## config.mk

```make
export PLATFORM = sky130hd
export DESIGN_NAME = hazard_unit_flat
export DESIGN_NICKNAME = d
export VERILOG_FILES = /design/src/rtl/hazard_unit_if.sv /design/src/rtl/hazard_unit.sv /design/src/flat_wrapper.sv
export SDC_FILE = /design/constraint.sdc
export NUM_CORES = 1
export LEC_CHECK = 0
export ABC_AREA = 1
export BUFFER_PORTS_ARGS = -buffer_cell sky130_fd_sc_hd__clkbuf_2
export CAP_MARGIN = 25
export CORE_ASPECT_RATIO = 0.9
export CORE_UTILIZATION = 35
export CTS_CLUSTER_SIZE = 14
export DETAILED_ROUTE_END_ITERATION = 12
export PLACE_DENSITY = 0.66
export SLEW_MARGIN = 5
export SYNTH_ARGS = -nofsm -noshare
export SYNTH_HDL_FRONTEND = slang
export SYNTH_SLANG_ARGS = --single-unit
```

## constraint.sdc

```tcl
create_clock -name clk -period 3.1 [get_ports clk]
set_input_delay 0.155 -clock clk [delete_from_list [all_inputs] [get_ports clk]]
set_output_delay 0.155 -clock clk [all_outputs]
set_load 0.005 [all_outputs]
```

## src/rtl/hazard_unit_if.sv

```systemverilog
// Pipeline control bundle between controller/datapath (master) and hazard unit (slave).
// Carries per-stage register numbers and control bits in, forwarding/stall controls out.
interface hazard_unit_if;
    logic [4:0] rsD, rtD, rsE, rtE;
    logic [4:0] writeregE, writeregM, writeregW;
    logic       regwriteE, regwriteM, regwriteW;
    logic       memtoregE, memtoregM;
    logic       branchD, bneD;
    logic       mdstartE, mdneedD;
    logic       forwardaD, forwardbD;
    logic [1:0] forwardaE, forwardbE;
    logic       stallF, stallD, flushE;
    logic       mdbusy, mddone;

    modport master (
        output rsD, rtD, rsE, rtE, writeregE, writeregM, writeregW,
        output regwriteE, regwriteM, regwriteW, memtoregE, memtoregM,
        output branchD, bneD, mdstartE, mdneedD,
        input  forwardaD, forwardbD, forwardaE, forwardbE,
        input  stallF, stallD, flushE, mdbusy, mddone
    );

    modport slave (
        input  rsD, rtD, rsE, rtE, writeregE, writeregM, writeregW,
        input  regwriteE, regwriteM, regwriteW, memtoregE, memtoregM,
        input  branchD, bneD, mdstartE, mdneedD,
        output forwardaD, forwardbD, forwardaE, forwardbE,
        output stallF, stallD, flushE, mdbusy, mddone
    );
endinterface

```

## src/rtl/hazard_unit.sv

```systemverilog
// Forwarding selects, load-use/branch/mult-div stalls and E flush for a 5-stage pipeline.
// Also tracks occupancy of the multi-cycle mult/div unit.
module hazard_unit #(
    parameter int unsigned MD_LATENCY = 32
) (
    input logic          clk,
    input logic          reset,
    hazard_unit_if.slave hz
);
    localparam logic [5:0] LatCnt = 6'(MD_LATENCY);

    typedef enum logic [0:0] {StIdle, StBusy} md_state_e;

    md_state_e  state;
    logic [5:0] cnt;
    logic       mdbusy, mddone;
    logic [1:0] fwd_a_e, fwd_b_e;
    logic       fwd_a_d, fwd_b_d;
    logic       lwstall, brstall, mdstall, stall;

    // Register 0 is hardwired to zero, so it never forwards or interlocks.
    function automatic logic hit(input logic [4:0] src, input logic [4:0] dst);
        return (src != 5'd0) && (src == dst);
    endfunction

    always_comb begin
        fwd_a_e = 2'b00;
        if (hz.regwriteM && hit(hz.rsE, hz.writeregM))      fwd_a_e = 2'b10;
        else if (hz.regwriteW && hit(hz.rsE, hz.writeregW)) fwd_a_e = 2'b01;

        fwd_b_e = 2'b00;
        if (hz.regwriteM && hit(hz.rtE, hz.writeregM))      fwd_b_e = 2'b10;
        else if (hz.regwriteW && hit(hz.rtE, hz.writeregW)) fwd_b_e = 2'b01;

        fwd_a_d = hz.regwriteM && hit(hz.rsD, hz.writeregM);
        fwd_b_d = hz.regwriteM && hit(hz.rtD, hz.writeregM);

        lwstall = hz.memtoregE && hz.regwriteE &&
                  (hit(hz.rsD, hz.writeregE) || hit(hz.rtD, hz.writeregE));
        brstall = (hz.branchD || hz.bneD) &&
                  ((hz.regwriteE && (hit(hz.rsD, hz.writeregE) || hit(hz.rtD, hz.writeregE))) ||
                   (hz.memtoregM && (hit(hz.rsD, hz.writeregM) || hit(hz.rtD, hz.writeregM))));
        mdstall = hz.mdneedD && (mdbusy || hz.mdstartE);
        stall   = lwstall || brstall || mdstall;
    end

    // A start while busy is ignored; D-stage interlock keeps a legal pipeline from issuing one.
    always_ff @(posedge clk or negedge reset) begin
        if (!reset) begin
            state  <= StIdle;
            cnt    <= 6'd0;
            mdbusy <= 1'b0;
            mddone <= 1'b0;
        end else begin
            mddone <= 1'b0;
            unique case (state)
                StIdle: begin
                    if (hz.mdstartE) begin
                        state  <= StBusy;
                        cnt    <= LatCnt;
                        mdbusy <= 1'b1;
                    end
                end
                StBusy: begin
                    if (cnt == 6'd1) begin
                        state  <= StIdle;
                        cnt    <= 6'd0;
                        mdbusy <= 1'b0;
                        mddone <= 1'b1;
                    end else begin
                        cnt <= cnt - 6'd1;
                    end
                end
                default: begin
                    state  <= StIdle;
                    cnt    <= 6'd0;
                    mdbusy <= 1'b0;
                end
            endcase
        end
    end

    assign hz.forwardaE = fwd_a_e;
    assign hz.forwardbE = fwd_b_e;
    assign hz.forwardaD = fwd_a_d;
    assign hz.forwardbD = fwd_b_d;
    assign hz.stallF    = stall;
    assign hz.stallD    = stall;
    assign hz.flushE    = stall;
    assign hz.mdbusy    = mdbusy;
    assign hz.mddone    = mddone;
endmodule
```

## src/flat_wrapper.sv

```systemverilog
// flat-port wrapper written by rule: the top's interface ports become plain ports
module hazard_unit_flat 
#(
    parameter int unsigned MD_LATENCY = 32
)
  (clk, reset, hz_rsD, hz_rtD, hz_rsE, hz_rtE, hz_writeregE, hz_writeregM, hz_writeregW, hz_regwriteE, hz_regwriteM, hz_regwriteW, hz_memtoregE, hz_memtoregM, hz_branchD, hz_bneD, hz_mdstartE, hz_mdneedD, hz_forwardaD, hz_forwardbD, hz_forwardaE, hz_forwardbE, hz_stallF, hz_stallD, hz_flushE, hz_mdbusy, hz_mddone);
  hazard_unit_if hz_i ();
  input logic clk;
  input logic reset;
  input wire logic [$bits(hz_i.rsD)-1:0] hz_rsD;
  input wire logic [$bits(hz_i.rtD)-1:0] hz_rtD;
  input wire logic [$bits(hz_i.rsE)-1:0] hz_rsE;
  input wire logic [$bits(hz_i.rtE)-1:0] hz_rtE;
  input wire logic [$bits(hz_i.writeregE)-1:0] hz_writeregE;
  input wire logic [$bits(hz_i.writeregM)-1:0] hz_writeregM;
  input wire logic [$bits(hz_i.writeregW)-1:0] hz_writeregW;
  input wire logic [$bits(hz_i.regwriteE)-1:0] hz_regwriteE;
  input wire logic [$bits(hz_i.regwriteM)-1:0] hz_regwriteM;
  input wire logic [$bits(hz_i.regwriteW)-1:0] hz_regwriteW;
  input wire logic [$bits(hz_i.memtoregE)-1:0] hz_memtoregE;
  input wire logic [$bits(hz_i.memtoregM)-1:0] hz_memtoregM;
  input wire logic [$bits(hz_i.branchD)-1:0] hz_branchD;
  input wire logic [$bits(hz_i.bneD)-1:0] hz_bneD;
  input wire logic [$bits(hz_i.mdstartE)-1:0] hz_mdstartE;
  input wire logic [$bits(hz_i.mdneedD)-1:0] hz_mdneedD;
  output wire logic [$bits(hz_i.forwardaD)-1:0] hz_forwardaD;
  output wire logic [$bits(hz_i.forwardbD)-1:0] hz_forwardbD;
  output wire logic [$bits(hz_i.forwardaE)-1:0] hz_forwardaE;
  output wire logic [$bits(hz_i.forwardbE)-1:0] hz_forwardbE;
  output wire logic [$bits(hz_i.stallF)-1:0] hz_stallF;
  output wire logic [$bits(hz_i.stallD)-1:0] hz_stallD;
  output wire logic [$bits(hz_i.flushE)-1:0] hz_flushE;
  output wire logic [$bits(hz_i.mdbusy)-1:0] hz_mdbusy;
  output wire logic [$bits(hz_i.mddone)-1:0] hz_mddone;
  assign hz_i.rsD = hz_rsD;
  assign hz_i.rtD = hz_rtD;
  assign hz_i.rsE = hz_rsE;
  assign hz_i.rtE = hz_rtE;
  assign hz_i.writeregE = hz_writeregE;
  assign hz_i.writeregM = hz_writeregM;
  assign hz_i.writeregW = hz_writeregW;
  assign hz_i.regwriteE = hz_regwriteE;
  assign hz_i.regwriteM = hz_regwriteM;
  assign hz_i.regwriteW = hz_regwriteW;
  assign hz_i.memtoregE = hz_memtoregE;
  assign hz_i.memtoregM = hz_memtoregM;
  assign hz_i.branchD = hz_branchD;
  assign hz_i.bneD = hz_bneD;
  assign hz_i.mdstartE = hz_mdstartE;
  assign hz_i.mdneedD = hz_mdneedD;
  assign hz_forwardaD = hz_i.forwardaD;
  assign hz_forwardbD = hz_i.forwardbD;
  assign hz_forwardaE = hz_i.forwardaE;
  assign hz_forwardbE = hz_i.forwardbE;
  assign hz_stallF = hz_i.stallF;
  assign hz_stallD = hz_i.stallD;
  assign hz_flushE = hz_i.flushE;
  assign hz_mdbusy = hz_i.mdbusy;
  assign hz_mddone = hz_i.mddone;
  hazard_unit #(.MD_LATENCY(MD_LATENCY)) u_core (.clk(clk), .reset(reset), .hz(hz_i));
endmodule
```

Word-level counts from Yosys, hierarchy flattened
Index checks and enable logic that the tools add are counted.
{"block": "word_totals", "reg_bits": 9, "wordCells": 64}
{"block": "op_classes", "n_reduce_logical": 32, "eq_ne": 11, "n_bitwise": 1, "muxes": 15, "n_addsub": 1}
{"operator": "5-bit equality test", "count": 8}
{"operator": "1-bit logical AND", "count": 20}
{"operator": "5-bit nonzero test", "count": 4}
{"operator": "6-bit two-way mux", "count": 2}
{"operator": "6-bit case mux with 2 select lines", "count": 1}
{"operator": "1-bit two-way mux", "count": 8}
{"operator": "1-bit logical OR", "count": 7}
{"operator": "6-bit by 1-bit equality test with 1-bit output, second input constant", "count": 1}
{"operator": "6-bit by 1-bit subtractor with 6-bit output, second input constant", "count": 1}
{"operator": "2-bit two-way mux", "count": 2}
{"operator": "2-bit != test, second input constant", "count": 2}
{"operator": "1-bit case mux with 2 select lines", "count": 2}
{"operator": "2-bit AND reduction", "count": 1}
{"operator": "1-bit NOT", "count": 1}

Longest topological paths before layout
{"block": "depth", "depth_word": 8, "ltp_mapped": 12, "mapped_depth_nobuf": 11}

Least setup slack after synthesis
No wires, ideal clock.
{"block": "synth_timing", "kind": "reg2reg", "from": "register u_core.cnt[1]", "to": "register u_core.cnt[5]", "synth_period_minus_slack_ns": 1.083, "setup_slack_ns": 2.017, "n_path_buf": 0, "path_stages_with_launch": 6, "t_arrival_ns": 0.944, "cell_sequence": "dfrtp_1 > inv_1 > ha_1 > nand4_1 > nand2_1 > o221ai_1"}
{"block": "synth_via", "elab_chain_len": 3, "word_cells_on_any_way": 4}
{"item": "start: declaration", "line_no": "hazard_unit.sv:15", "text": "logic [5:0] cnt;"}
{"item": "start signal: assignment", "line_no": "hazard_unit.sv:60", "text": "cnt <= LatCnt;"}
{"item": "start signal: assignment", "line_no": "hazard_unit.sv:71", "text": "cnt <= cnt - 6'd1;"}
{"item": "6-bit by 1-bit subtractor with 6-bit output / 6-bit by 1-bit equality test with 1-bit output (equally long branches)", "line_no": "hazard_unit.sv:71, hazard_unit.sv:65"}
{"item": "6-bit two-way mux *", "line_no": "hazard_unit.sv:65", "text": "if (cnt == 6'd1) begin"}
{"item": "6-bit case mux with 2 select lines *", "line_no": "hazard_unit.sv:56", "text": "unique case (state)"}
Every way passes the cells marked *; elsewhere a longest branch is shown, timed or not.
A chain may end at the register's enable or synchronous reset.

Worst setup path after layout
{"block": "layout_timing", "from": "input port hz_writeregM[1]", "to": "output port hz_flushE"}
{"block": "layout_via", "elab_chain_len": 8, "word_cells_on_any_way": 10}
{"item": "start: declaration", "line_no": "flat_wrapper.sv:15", "text": "input wire logic [$bits(hz_i.writeregM)-1:0] hz_writeregM;"}
{"item": "5-bit equality test", "line_no": "hazard_unit.sv:23", "text": "return (src != 5'd0) && (src == dst);"}
{"item": "1-bit logical AND", "line_no": "hazard_unit.sv:23"}
{"item": "1-bit logical OR *", "line_no": "hazard_unit.sv:42", "text": "(hz.memtoregM && (hit(hz.rsD, hz.writeregM) || hit(hz.rtD, hz.writeregM))));"}
{"item": "1-bit logical AND *", "line_no": "hazard_unit.sv:42"}
{"item": "1-bit logical OR *", "line_no": "hazard_unit.sv:41", "text": "((hz.regwriteE && (hit(hz.rsD, hz.writeregE) || hit(hz.rtD, hz.writeregE))) ||"}
{"item": "1-bit logical AND *", "line_no": "hazard_unit.sv:40", "text": "brstall = (hz.branchD || hz.bneD) &&"}
{"item": "1-bit logical OR * (2 in series)", "line_no": "hazard_unit.sv:44", "text": "stall = lwstall || brstall || mdstall;"}
{"item": "end: declaration", "line_no": "flat_wrapper.sv:32", "text": "output wire logic [$bits(hz_i.flushE)-1:0] hz_flushE;"}
Marked as above.

==> run summary <==
Result of the run - completed
Cts bufs inserted - 3
GRT Total Usage - 17.2%
Cells after DPL - 285
Maximum number of pins on one net before global-route repair - 10
Mapped cell area - 0.00114 mm^2
Worst clock skew - 0.00102 ns
Top delay family on crit path - simple AND/OR/NAND/NOR gates
Number of core rows - 19
CP Depth - 12
Max Slew Vio Count - 0
Setup repair after global routing missed its margin - false
Die height - 56.2 um
Ant diodes - 0
I/O pin count - 57
Gate count after technology mapping - 189
Synth unique cells - 20
Remaining routing DRC violations - 0
Nets in the synthesized netlist - 237
Number of detailed-routing iterations run before antenna repair - 4
Area occupied by multi-input gates - 779 um^2
Mean area per synthesized cell - 6.05 um^2
Startpoint of the most critical hold path - hz_mdstartE
Count of state elements after synthesis - 9
FF+latch area - 225 um^2
Leading cell types in the layout, fill and taps excluded - sky130_fd_sc_hd__clkbuf_2, sky130_fd_sc_hd__nand2_1, sky130_fd_sc_hd__inv_1
Final worst hold slack - 0.194 ns
Fraction of final layout cells with drive strength greater than 1 - 26.2%
Width of the chip - 62.3 um
Data arrival time of the critical path - 1.14 ns
Crit Path Class - in2out
Maximum vdd ir drop - 227 uV
Total detailed-routing wirelength - 2.91 mm
Crit end category - output port
Clock insertion delay at the later pin of the skew report - 0.25 ns
Fin crit period - 1.29 ns
DIE AREA - 0.00350 mm^2
Critical path buffers and inverters - 3
Final core utilization - 48.5%
GRT overflow - 0
Final count of negative-setup-slack endpoints - 0
Critical Path Start Type - primary input
Via density per instance - 4.47
Worst hold path stage count - 3
DRT antenna net count - 0
Area delta synth->final - 31.0%
Setup bufs post-CTS - 0
Maximum fanout encountered on the critical timing path - 5
CTS Root Buffer Type - sky130_fd_sc_hd__clkbuf_4
Ordered cell list for the critical path - clkbuf_2 -> inv_2 -> nand2_1 -> nand2_1 -> nor2_1 -> nand3_1 -> nand2_1 -> nand2_1 -> nand2_1 -> nand2_1 -> nand2_1 -> clkbuf_2
Vias in the first global route - 1177
Yosys warning total - 0
Worst path required time - 2.94 ns
Quantity of I/O buffers inserted on ports - 56
Clock tree from TritonCTS - yes
Placement-stage cell area - 0.00146 mm^2
Most numerous cell on the critical path - sky130_fd_sc_hd__nand2_1
Reg-to-reg critical path startpoint - u_core.cnt[1]
Buffer depth of the longest clock path - 2
MaxCap Viol Count - 0
Layout Cells excl Fill - 290
First DRT Iteration DRCs - 77
Final cell area excluding filler cells - 0.00150 mm^2
Routability congestion estimate - 0.857
Sequential cell area fraction in the yosys report - 19.7%
Detail-routed net length per standard cell - 10.0 um
Number of nets in the finished design - 297
Worst-Margin Slew - 0.302 ns
Maximum clock rate - 773 MHz
Source of the critical timing path - hz_writeregM[1]
Fraction of the cycle the final worst path needs - 41.7%
Vias after detailed routing - 1296
FILL cells - 339
Effective utilization at floorplan - 37.0%
Power per cell area - 224 mW/mm^2
Post-DP HPWL - 2.43 mm
Antenna violations before repair - 0
Clock slew at reported path FFs - 0.06 ns
Peak per-stage delay on the critical path - 0.13 ns
Critical-path top delay cell - sky130_fd_sc_hd__clkbuf_2
First-pass GRT wire length - 4.91 mm
Floorplan Core Area - 0.00309 mm^2
Static Leakage - 0.000875 uW
HP Class - in2reg
Count of endpoints failing hold in the final timing report - 0
Number of clock sinks - 9
Setup TNS after final layout - 0 ns
Slew margin rel. - 79.7%
R2r worst-path depth - 5
Number of H-tree branching levels - 1
Leading cell type in the layout, fill and taps excluded - sky130_fd_sc_hd__clkbuf_2
-- per-layer routing --
layer	GRT usage [%]	vias up	wire, um
li1	-	709	-
met1	23.9	551	1440
met2	27.3	32	1300
met3	2.05	4	136
met4	6.31	0	27
met5	0	-	0
-- registers in the layout, indices dropped and copies added, names as in the netlist --
signal            count
u_core.cnt            6
u_core.hz.mdbusy      1
u_core.hz.mddone      1
u_core.state          1
-- cell type report --
| cell class | count | share of cell area (%) |
|---|---|---|
| inverters | 33 | 8.27 |
| multi-input cells | 145 | 52.0 |
| clock buffers | 4 | 1.75 |
| well taps | 42 | 3.51 |
| flip-flops and latches | 9 | 15.0 |
| repair buffers | 57 | 19.4 |
-- synth_stat cells, drive strengths merged --
library cell  instances  share of area (%)
buf                   2                1.3
o21ai                 8                3.5
nor2                 26                8.5
inv                  33                 11
o211a                 2                1.8
xnor2                14                 11
dfrtp                 9                 20
xor2                 11                8.4
nor3                  1               0.44
o221ai                1               0.77
nand2                54                 18
nor4                  2                2.2
nand3                10                4.4
ha                    2                2.2
a21oi                 4                2.1
nand4                 4                2.2
o22ai                 5                2.7
or2                   1               0.55
-- per-stage QoR --
step / setup slack [ns] / total power, uW
after floorplan: 2.02 / 189
after global placement: 1.81 / 249
after detailed placement: 1.79 / 249
after CTS: 1.78 / 340
after global routing: 1.65 / 364
final: 1.81 / 335
-- logic make-up after synthesis --
kind of cell / after synthesis / synth area share [%]
xor+xnor: 25 / 19.1
simple gates: 98 / 36.0
buf+inv: 35 / 12.1
compound gates: 20 / 10.8
fa+ha+maj: 2 / 2.19
flops: 9 / 19.7
-- final timing paths --
path                                 endpoint  slack, ns
worst max-delay path                hz_flushE       1.81
worst min-delay path             u_core.state       0.19
worst max register to register  u_core.cnt[5]       1.87
worst min register to register  u_core.cnt[0]       0.54
max in group asynchronous       u_core.cnt[0]       2.62
min in group asynchronous       u_core.cnt[2]       0.29
-- worst reg2reg max path: stages (launching register included) --
cell	delay, ns
sky130_fd_sc_hd__dfrtp_1	0.37
sky130_fd_sc_hd__inv_1	0.10
sky130_fd_sc_hd__ha_1	0.15
sky130_fd_sc_hd__nand4_1	0.14
sky130_fd_sc_hd__nand2_1	0.20
sky130_fd_sc_hd__o221ai_1	0.14
-- where the power goes --
| part | internal, uW | switching, uW |
|---|---|---|
| clock network | 49.4 | 38.1 |
| logic | 59.7 | 70.7 |
| registers | 117 | 0 |
| total | 227 | 109 |
-- what timing repair did --
action	CTS	global route
hold buffers	1	0
setup endpoints to repair	0	0
resized for setup	0	0
endpoints found under the hold margin	9	0
(Power assumes the default switching activity.)
